### config.mk
export PLATFORM = sky130hd
export DESIGN_NAME = ps2_digit_ctrl
export DESIGN_NICKNAME = d
export VERILOG_FILES = /design/src/rtl/ps2_digit_ctrl.sv
export SDC_FILE = /design/constraint.sdc
export NUM_CORES = 1
export LEC_CHECK = 0
export CAP_MARGIN = 20
export CORE_UTILIZATION = 56
export CTS_CLUSTER_SIZE = 25
export DETAILED_ROUTE_END_ITERATION = 10
export GPL_ROUTABILITY_DRIVEN = 0
export HOLD_SLACK_MARGIN = 0.06
export PLACE_DENSITY = 0.83
export SYNTH_ARGS = -nofsm -noshare
export SYNTH_HDL_FRONTEND = slang
export SYNTH_SLANG_ARGS = --single-unit
### constraint.sdc
create_clock -name clk -period 3.1 [get_ports clk]
set_input_delay 0.465 -clock clk [delete_from_list [all_inputs] [get_ports clk]]
set_output_delay 0.465 -clock clk [all_outputs]
set_load 0.02 [all_outputs]
### src/rtl/ps2_digit_ctrl.sv
// PS/2 scan-code set 2 decoder that shifts hex digit keys into a 4-digit LED entry buffer.
// Build option: define KEY_REPEAT_EN to process typematic repeats as fresh key presses.
module ps2_digit_ctrl #(
  parameter int          TIMEOUT_CYCLES = 50000,
  parameter logic [3:0]  BLANK_CODE     = 4'hF
) (
  input  logic       clk,
  input  logic       reset,
  input  logic [7:0] rx_data,
  input  logic       rx_valid,
  output logic [3:0] digit0,
  output logic [3:0] digit1,
  output logic [3:0] digit2,
  output logic [3:0] digit3,
  output logic [3:0] digit_en,
  output logic       key_stb,
  output logic [1:0] state_dbg
);

  typedef enum logic [1:0] {
    S_IDLE    = 2'd0,
    S_BRK     = 2'd1,
    S_EXT     = 2'd2,
    S_EXT_BRK = 2'd3
  } state_t;

  localparam int CW = (TIMEOUT_CYCLES > 1) ? $clog2(TIMEOUT_CYCLES) : 1;
  localparam logic [CW-1:0] CNT_LAST = CW'(TIMEOUT_CYCLES - 1);

  localparam logic [7:0] CODE_BRK  = 8'hF0;
  localparam logic [7:0] CODE_EXT  = 8'hE0;
  localparam logic [7:0] CODE_BKSP = 8'h66;
  localparam logic [7:0] CODE_ESC  = 8'h76;

  state_t        state_q, state_d;
  logic [7:0]    held_q, held_d;
  logic [CW-1:0] cnt_q, cnt_d;
  logic [15:0]   dig_q, dig_d;
  logic [3:0]    en_q, en_d;
  logic          stb_q, stb_d;
  logic [4:0]    hex;
  logic          is_repeat;

  // Returns {is_hex, value}; main row and keypad both map onto 0-F.
  function automatic logic [4:0] hex_decode(input logic [7:0] code);
    logic [4:0] r;
    r = 5'h00;
    case (code)
      8'h45, 8'h70: r = {1'b1, 4'h0};
      8'h16, 8'h69: r = {1'b1, 4'h1};
      8'h1E, 8'h72: r = {1'b1, 4'h2};
      8'h26, 8'h7A: r = {1'b1, 4'h3};
      8'h25, 8'h6B: r = {1'b1, 4'h4};
      8'h2E, 8'h73: r = {1'b1, 4'h5};
      8'h36, 8'h74: r = {1'b1, 4'h6};
      8'h3D, 8'h6C: r = {1'b1, 4'h7};
      8'h3E, 8'h75: r = {1'b1, 4'h8};
      8'h46, 8'h7D: r = {1'b1, 4'h9};
      8'h1C:        r = {1'b1, 4'hA};
      8'h32:        r = {1'b1, 4'hB};
      8'h21:        r = {1'b1, 4'hC};
      8'h23:        r = {1'b1, 4'hD};
      8'h24:        r = {1'b1, 4'hE};
      8'h2B:        r = {1'b1, 4'hF};
      default:      r = 5'h00;
    endcase
    return r;
  endfunction

  always_comb begin
    state_d = state_q;
    held_d  = held_q;
    cnt_d   = cnt_q;
    dig_d   = dig_q;
    en_d    = en_q;
    stb_d   = 1'b0;
    hex     = hex_decode(rx_data);
`ifdef KEY_REPEAT_EN
    is_repeat = 1'b0;
`else
    is_repeat = (rx_data == held_q);
`endif

    if (rx_valid) begin
      cnt_d = '0;
      case (state_q)
        S_IDLE: begin
          if (rx_data == CODE_BRK) begin
            state_d = S_BRK;
          end else if (rx_data == CODE_EXT) begin
            state_d = S_EXT;
          end else if (!is_repeat) begin
            held_d = rx_data;
            if (hex[4]) begin
              dig_d = {dig_q[11:0], hex[3:0]};
              en_d  = {en_q[2:0], 1'b1};
              stb_d = 1'b1;
            end else if (rx_data == CODE_BKSP) begin
              if (en_q != 4'b0000) begin
                dig_d = {BLANK_CODE, dig_q[15:4]};
                en_d  = {1'b0, en_q[3:1]};
                stb_d = 1'b1;
              end
            end else if (rx_data == CODE_ESC) begin
              dig_d = {4{BLANK_CODE}};
              en_d  = 4'b0000;
              stb_d = 1'b1;
            end
          end
        end
        S_BRK: begin
          if (rx_data == held_q) held_d = 8'h00;
          state_d = S_IDLE;
        end
        S_EXT: begin
          state_d = (rx_data == CODE_BRK) ? S_EXT_BRK : S_IDLE;
        end
        default: begin
          state_d = S_IDLE;
        end
      endcase
    end else if (state_q != S_IDLE) begin
      // A prefix whose follow-up byte never arrives is dropped silently.
      if (cnt_q == CNT_LAST) begin
        state_d = S_IDLE;
        cnt_d   = '0;
      end else begin
        cnt_d = cnt_q + CW'(1);
      end
    end else begin
      cnt_d = '0;
    end
  end

  always_ff @(posedge clk) begin
    if (reset) begin
      state_q <= S_IDLE;
      held_q  <= 8'h00;
      cnt_q   <= '0;
      dig_q   <= {4{BLANK_CODE}};
      en_q    <= 4'b0000;
      stb_q   <= 1'b0;
    end else begin
      state_q <= state_d;
      held_q  <= held_d;
      cnt_q   <= cnt_d;
      dig_q   <= dig_d;
      en_q    <= en_d;
      stb_q   <= stb_d;
    end
  end

  assign digit3    = dig_q[15:12];
  assign digit2    = dig_q[11:8];
  assign digit1    = dig_q[7:4];
  assign digit0    = dig_q[3:0];
  assign digit_en  = en_q;
  assign key_stb   = stb_q;
  assign state_dbg = state_q;

endmodule

Word-level counts from Yosys, hierarchy flattened

Memory sizes are Yosys's and may differ from the RTL's.
Cells that the tools add are included.

Register bits after elaboration: 47
Memories: 1
Bits of input ports: 11
ROM bits: 640
Word-level logic and storage cells: 65
Output and inout bits: 23

Muxes and demuxes: 25
Add/subtract/negate cells: 1
Reduce and logical (&&, ||, !) cells: 12
Equality and inequality tests: 14
Bitwise operators: 6

Memory list:

| memory          | words | bits a word | read ports | clocked after memory_dff | write ports | RTL line | text |
|---|---|---|---|---|---|---|---|
| (no name shown) | 128   | 5           | 1          | 0                        | 0           | 48       | `case (code)` |

Operator list:

| cell                                                             | count |
|---|---|
| 16-bit two-way mux                                               | 4 |
| 8-bit two-way mux                                                | 4 |
| 16-bit by 1-bit adder with 16-bit output (second input constant) | 1 |
| 16-bit == test (second input constant)                           | 1 |
| 8-bit by 7-bit == test with 1-bit output (second input constant) | 2 |
| 8-bit == test (second input constant)                            | 2 |
| 4-bit two-way mux                                                | 4 |
| 8-bit case mux with 2 select lines                               | 1 |
| 2-bit two-way mux                                                | 6 |
| 8-bit == test                                                    | 1 |
| 2-bit != test (second input constant)                            | 4 |
| 2-bit nonzero test                                               | 4 |
| 7-bit AND reduction                                              | 1 |
| 1-bit NOT                                                        | 6 |
| 6-bit AND reduction                                              | 1 |
| 6-bit OR reduction                                               | 1 |
| 5-bit two-way mux                                                | 1 |
| 1-bit two-way mux                                                | 4 |
| 4-bit != test (second input constant)                            | 1 |
| 2-bit case mux with 2 select lines                               | 1 |
| 4-bit nonzero test                                               | 1 |
| 4-bit OR reduction                                               | 1 |
| 3-bit by 2-bit != test with 1-bit output (second input constant) | 1 |
| 3-bit AND reduction                                              | 1 |
| other kinds (4)                                                  | 4 |

Logic depth before layout (Yosys ltp)

Word-level depth: 5
Mapped depth: 10
Depth with buffers taken out: 8

Least setup slack after synthesis

Ideal clock, no wire load.

Path type: input to register
From: input port rx_data[0]
To: register dig_q[11]
Slack: 427 ps
Arrival time: 2,551 ps
Required time: 2,978 ps
Buffers on the path: 2
Setup time: 122 ps
Cell stages on the path: 10
Cells stage by stage: inv_1 > ha_1 > or2b_1 > a311o_1 > a211oi_2 > nor3_2 > or2_1 > buf_6 > buf_8 > a221o_1

Longest elaborated chain between the ends: 4
Elaborated cells between the ends (all ways): 15
Those cells by class: 6 x eq/ne; 3 x mux; 3 x bitwise; 2 x reduce/logical; 1 x memory

Ends and longest elaborated chain:

| element                                                                                         | RTL line | text |
|---|---|---|
| start, declared                                                                                 | 9        | `input logic [7:0] rx_data,` |
| memory read 128 x 5 bit                                                                         | -        |  |
| 5-bit two-way mux                                                                               | 48       |  |
| 3-bit by 2-bit != test with 1-bit output (no source line) or 3-bit nonzero test (tied branches) | -        |  |
| 7-bit AND reduction (no source line)                                                            | -        |  |
| end signal, assigned                                                                            | 140      | `dig_q <= {4{BLANK_CODE}};` |
| end signal, assigned                                                                            | 147      | `dig_q <= dig_d;` |
| end, declared                                                                                   | 38       | `logic [15:0] dig_q, dig_d;` |

Parallel ways exist; a longest one is shown, timed or not.
A chain may end at the register's enable or synchronous reset.

Worst setup path in the final report

From: input port rx_data[0]
To: register dig_q[9]

Same word-level chain as after synthesis.

==> impl_metrics.ini <==
[timing]
maxSlewHeadroom = 0.5881
fin_hold_ws_ns = 0.4437
tightestPinTransition_ns = 0.6156
timing.final.crit_share = 0.9523
rsz_0062_raised_after_global_routing = true
max_freq_mhz = 338.7
postLayoutSetupSlackWorst_ns = 0.1478
final.min_clock_period_ns = 2.952
report.final.hold_viol_count = 0
finalSetupViolations = 0
fin_tns_setup_ns = 0
pins_over_slew_limit = 0
final.setup_skew_ns = 0.007851

[drt]
routed-via-count = 2843
drc = 0
detail-route-antenna-nets = 0
detailedRoute.firstPassIterationCount = 5
post_drt_via_cell_ratio = 5.923
drt-wirelength-per-cell_um = 14.57
routed_wl_um = 6993
drt-initial-drc-count = 200

[place]
post-dp-hpwl_um = 5135
dp_worst_setup_slack_ns = -0.1781
buffer_ports.inserted = 33

[synth]
syn_inst = 358
syn-mean-instance-area_um2 = 7.853
netlist_area_mm2 = 0.002811
synth_top_flop_cell = sky130_fd_sc_hd__dfxtp_1
postSynthNetCount = 376
synth_seq_cells = 47
synth_warnings = 0
ys_seq_area_frac = 0.3347
synthDistinctLibCells = 59
synth_enable_flop_cells = 0
async_flop_share = 0

[layout]
design.final.nets = 430
antenna_cells = 0
drive_gt1_frac = 0.1356
fill_cells = 364
area_growth_syn_to_layout_pct = 23.45
most_common_cell_after_layout_fill_and_taps_aside = sky130_fd_sc_hd__dfxtp_1
mostFrequentLayoutCells = 47 x sky130_fd_sc_hd__dfxtp_1, 37 x sky130_fd_sc_hd__buf_4, 36 x sky130_fd_sc_hd__nand2_1

[power]
p_leak_nw = 1.320
int_power_mw = 0.9054
pwr_density_cell_mw_per_mm2 = 368.3
share_of_total_power_in_sequential_cells = 0.500
comb_power_share = 0.206
pwr-share-clk = 0.294
netSwitchingFraction = 0.2918
p_sw_mw = 0.3730
irDropWorstVdd_v = 0.0002642
total_power_mw = 1.278

[floorplanning]
chipWidth_um = 72.86
boundaryPins = 34
core_mm2 = 0.004786
floorplan.rows = 25
initial_utilization = 0.5875
die_h_um = 72.86
fp.dieArea_mm2 = 0.005308

[worst_setup_path]
path_buf_inv = 2
path_delay_family = compound AO/OA/AOI/OAI gates
setup.worst_path.class = in2reg
worst-endpoint-arrival_ns = 3.15
critPathSlowestCell = sky130_fd_sc_hd__clkdlybuf4s50_1
start_kind = primary input
required_time_of_the_critical_path_ns = 3.30
critical_path.max_fanout = 15
timing.critical_path.to_type = flop
worstPathCellList = clkdlybuf4s50_1 -> inv_1 -> ha_1 -> or2b_1 -> a311o_1 -> a211oi_2 -> nor3_2 -> or2_1 -> a221o_1
slowest_cell_delay_on_critical_path_ns = 0.43

[clocking]
cts-root-to-sink-buffers = 2
clk_pin_slew_ns = 0.09
inserted_clock_buffers = 5
h-tree-depth = 2
cts-hold-fix-buffers = 0
cts_tree = yes
clk_latency_ns = 0.31
cts_root_buffer = sky130_fd_sc_hd__clkbuf_8
postCtsResizedCells = 0
postCtsSetupRepairBufs = 0
numClockSinks = 47

[global_routing]
grt_max_degree = 34
antenna_violations_before_repair = 0
grt_first_pass_wirelength_um = 12060
grt.overflow.total = 0
number_of_global_route_vias_before_repair = 2620
grt_util_overall = 0.2863

[worst_hold_path]
timing.hold.worst.class = reg2reg

[run]
maxCapViolCount = 0

[status]
status = finished, final reports clean
## cell type report
| type | count | area [um2] | share of cell area |
|---|---|---|---|
| clock buffers | 6 | 72.57 | 0.02091 |
| inverters | 21 | 78.83 | 0.02271 |
| clock inverters | 2 | 16.27 | 0.004686 |
| multi-input cells | 267 | 1670 | 0.4813 |
| flip-flops and latches | 47 | 940.9 | 0.2711 |
| repair buffers | 70 | 608.1 | 0.1752 |
| well taps | 67 | 83.83 | 0.02415 |
## synth_stat cells, types with 4 or more instances
| master | instances | share of area |
|---|---|---|
| sky130_fd_sc_hd__a221o_1 | 8 | 0.028 |
| sky130_fd_sc_hd__xor2_1 | 10 | 0.031 |
| sky130_fd_sc_hd__nor2_1 | 32 | 0.043 |
| sky130_fd_sc_hd__buf_2 | 4 | 0.0071 |
| sky130_fd_sc_hd__a31oi_1 | 4 | 0.0089 |
| sky130_fd_sc_hd__nor3_1 | 8 | 0.014 |
| sky130_fd_sc_hd__inv_1 | 21 | 0.028 |
| sky130_fd_sc_hd__nand3_1 | 20 | 0.036 |
| sky130_fd_sc_hd__a21oi_1 | 21 | 0.037 |
| sky130_fd_sc_hd__clkbuf_1 | 12 | 0.016 |
| sky130_fd_sc_hd__nor4_1 | 8 | 0.018 |
| sky130_fd_sc_hd__o32ai_1 | 4 | 0.012 |
| sky130_fd_sc_hd__nand4_1 | 7 | 0.016 |
| sky130_fd_sc_hd__and3_1 | 5 | 0.011 |
| sky130_fd_sc_hd__ha_1 | 7 | 0.031 |
| sky130_fd_sc_hd__dfxtp_1 | 47 | 0.33 |
| sky130_fd_sc_hd__a221oi_1 | 5 | 0.016 |
| sky130_fd_sc_hd__xnor2_1 | 14 | 0.044 |
| sky130_fd_sc_hd__nand2b_1 | 4 | 0.0089 |
| sky130_fd_sc_hd__o21ai_0 | 29 | 0.052 |
| sky130_fd_sc_hd__nand2_1 | 36 | 0.048 |
## final timing paths
kind / endpoint / slack [ns] / cells after the start / startpoint
setup reg to reg: dig_q[3] / 0.91 / 6 / digit_en[0]
setup / recovery: dig_q[9] / 0.15 / 9 / rx_data[0]
hold reg to reg: cnt_q[0] / 0.44 / 1 / cnt_q[0]
hold / removal: cnt_q[0] / 0.44 / 1 / cnt_q[0]
## metrics by stage
stage / utilization / instances / cell area (um2)
floorplan: - / 358 / 2811
global placement: 0.7051 / 471 / 3374
detailed placement: 0.7051 / 471 / 3374
CTS: 0.7237 / 479 / 3463
global route: 0.7252 / 480 / 3471
finish: 0.7252 / 480 / 3471
## state kept, by name, indices dropped and copies added, names as in the netlist
signal and flops:
state_dbg 2, held_q 8, key_stb 1, digit_en 4
cnt_q 16, dig_q 16
## worst register-to-register path, stage by stage, from the launching register on
cell and delay (ns):
sky130_fd_sc_hd__dfxtp_1 0.36, sky130_fd_sc_hd__or3_1 0.38, sky130_fd_sc_hd__or3_1 0.35, sky130_fd_sc_hd__o21ai_0 0.24
sky130_fd_sc_hd__or2_1 0.46, sky130_fd_sc_hd__buf_4 0.21, sky130_fd_sc_hd__o21ai_0 0.08
## power groups by stage
stage          clock network [mW]  registers, mW  logic, mW
2_1_floorplan                   0          0.664      0.143
3_3_place_gp                    0          0.652      0.252
3_5_place_dp                    0          0.653      0.258
4_1_cts                     0.380          0.638      0.260
5_1_grt                     0.414          0.641      0.287
6_report                    0.376          0.639      0.264
## logic make-up after synthesis
logic type	after synthesis	synth area share
compound gates	95	0.2314
simple gates	137	0.2412
mux	4	0.01558
xor+xnor	24	0.07477
flops	47	0.3347
buf+inv	44	0.07121
fa+ha+maj	7	0.03115
## per-layer routing
layer  global-route usage  vias up  wire length, um
li1                     -     1391                -
met1               0.3729     1324             3096
met2               0.4486      104             3280
met3              0.06768       24              445
met4               0.1329        0              170
met5                    0        -                0
Power figures use the tool's default switching activity.
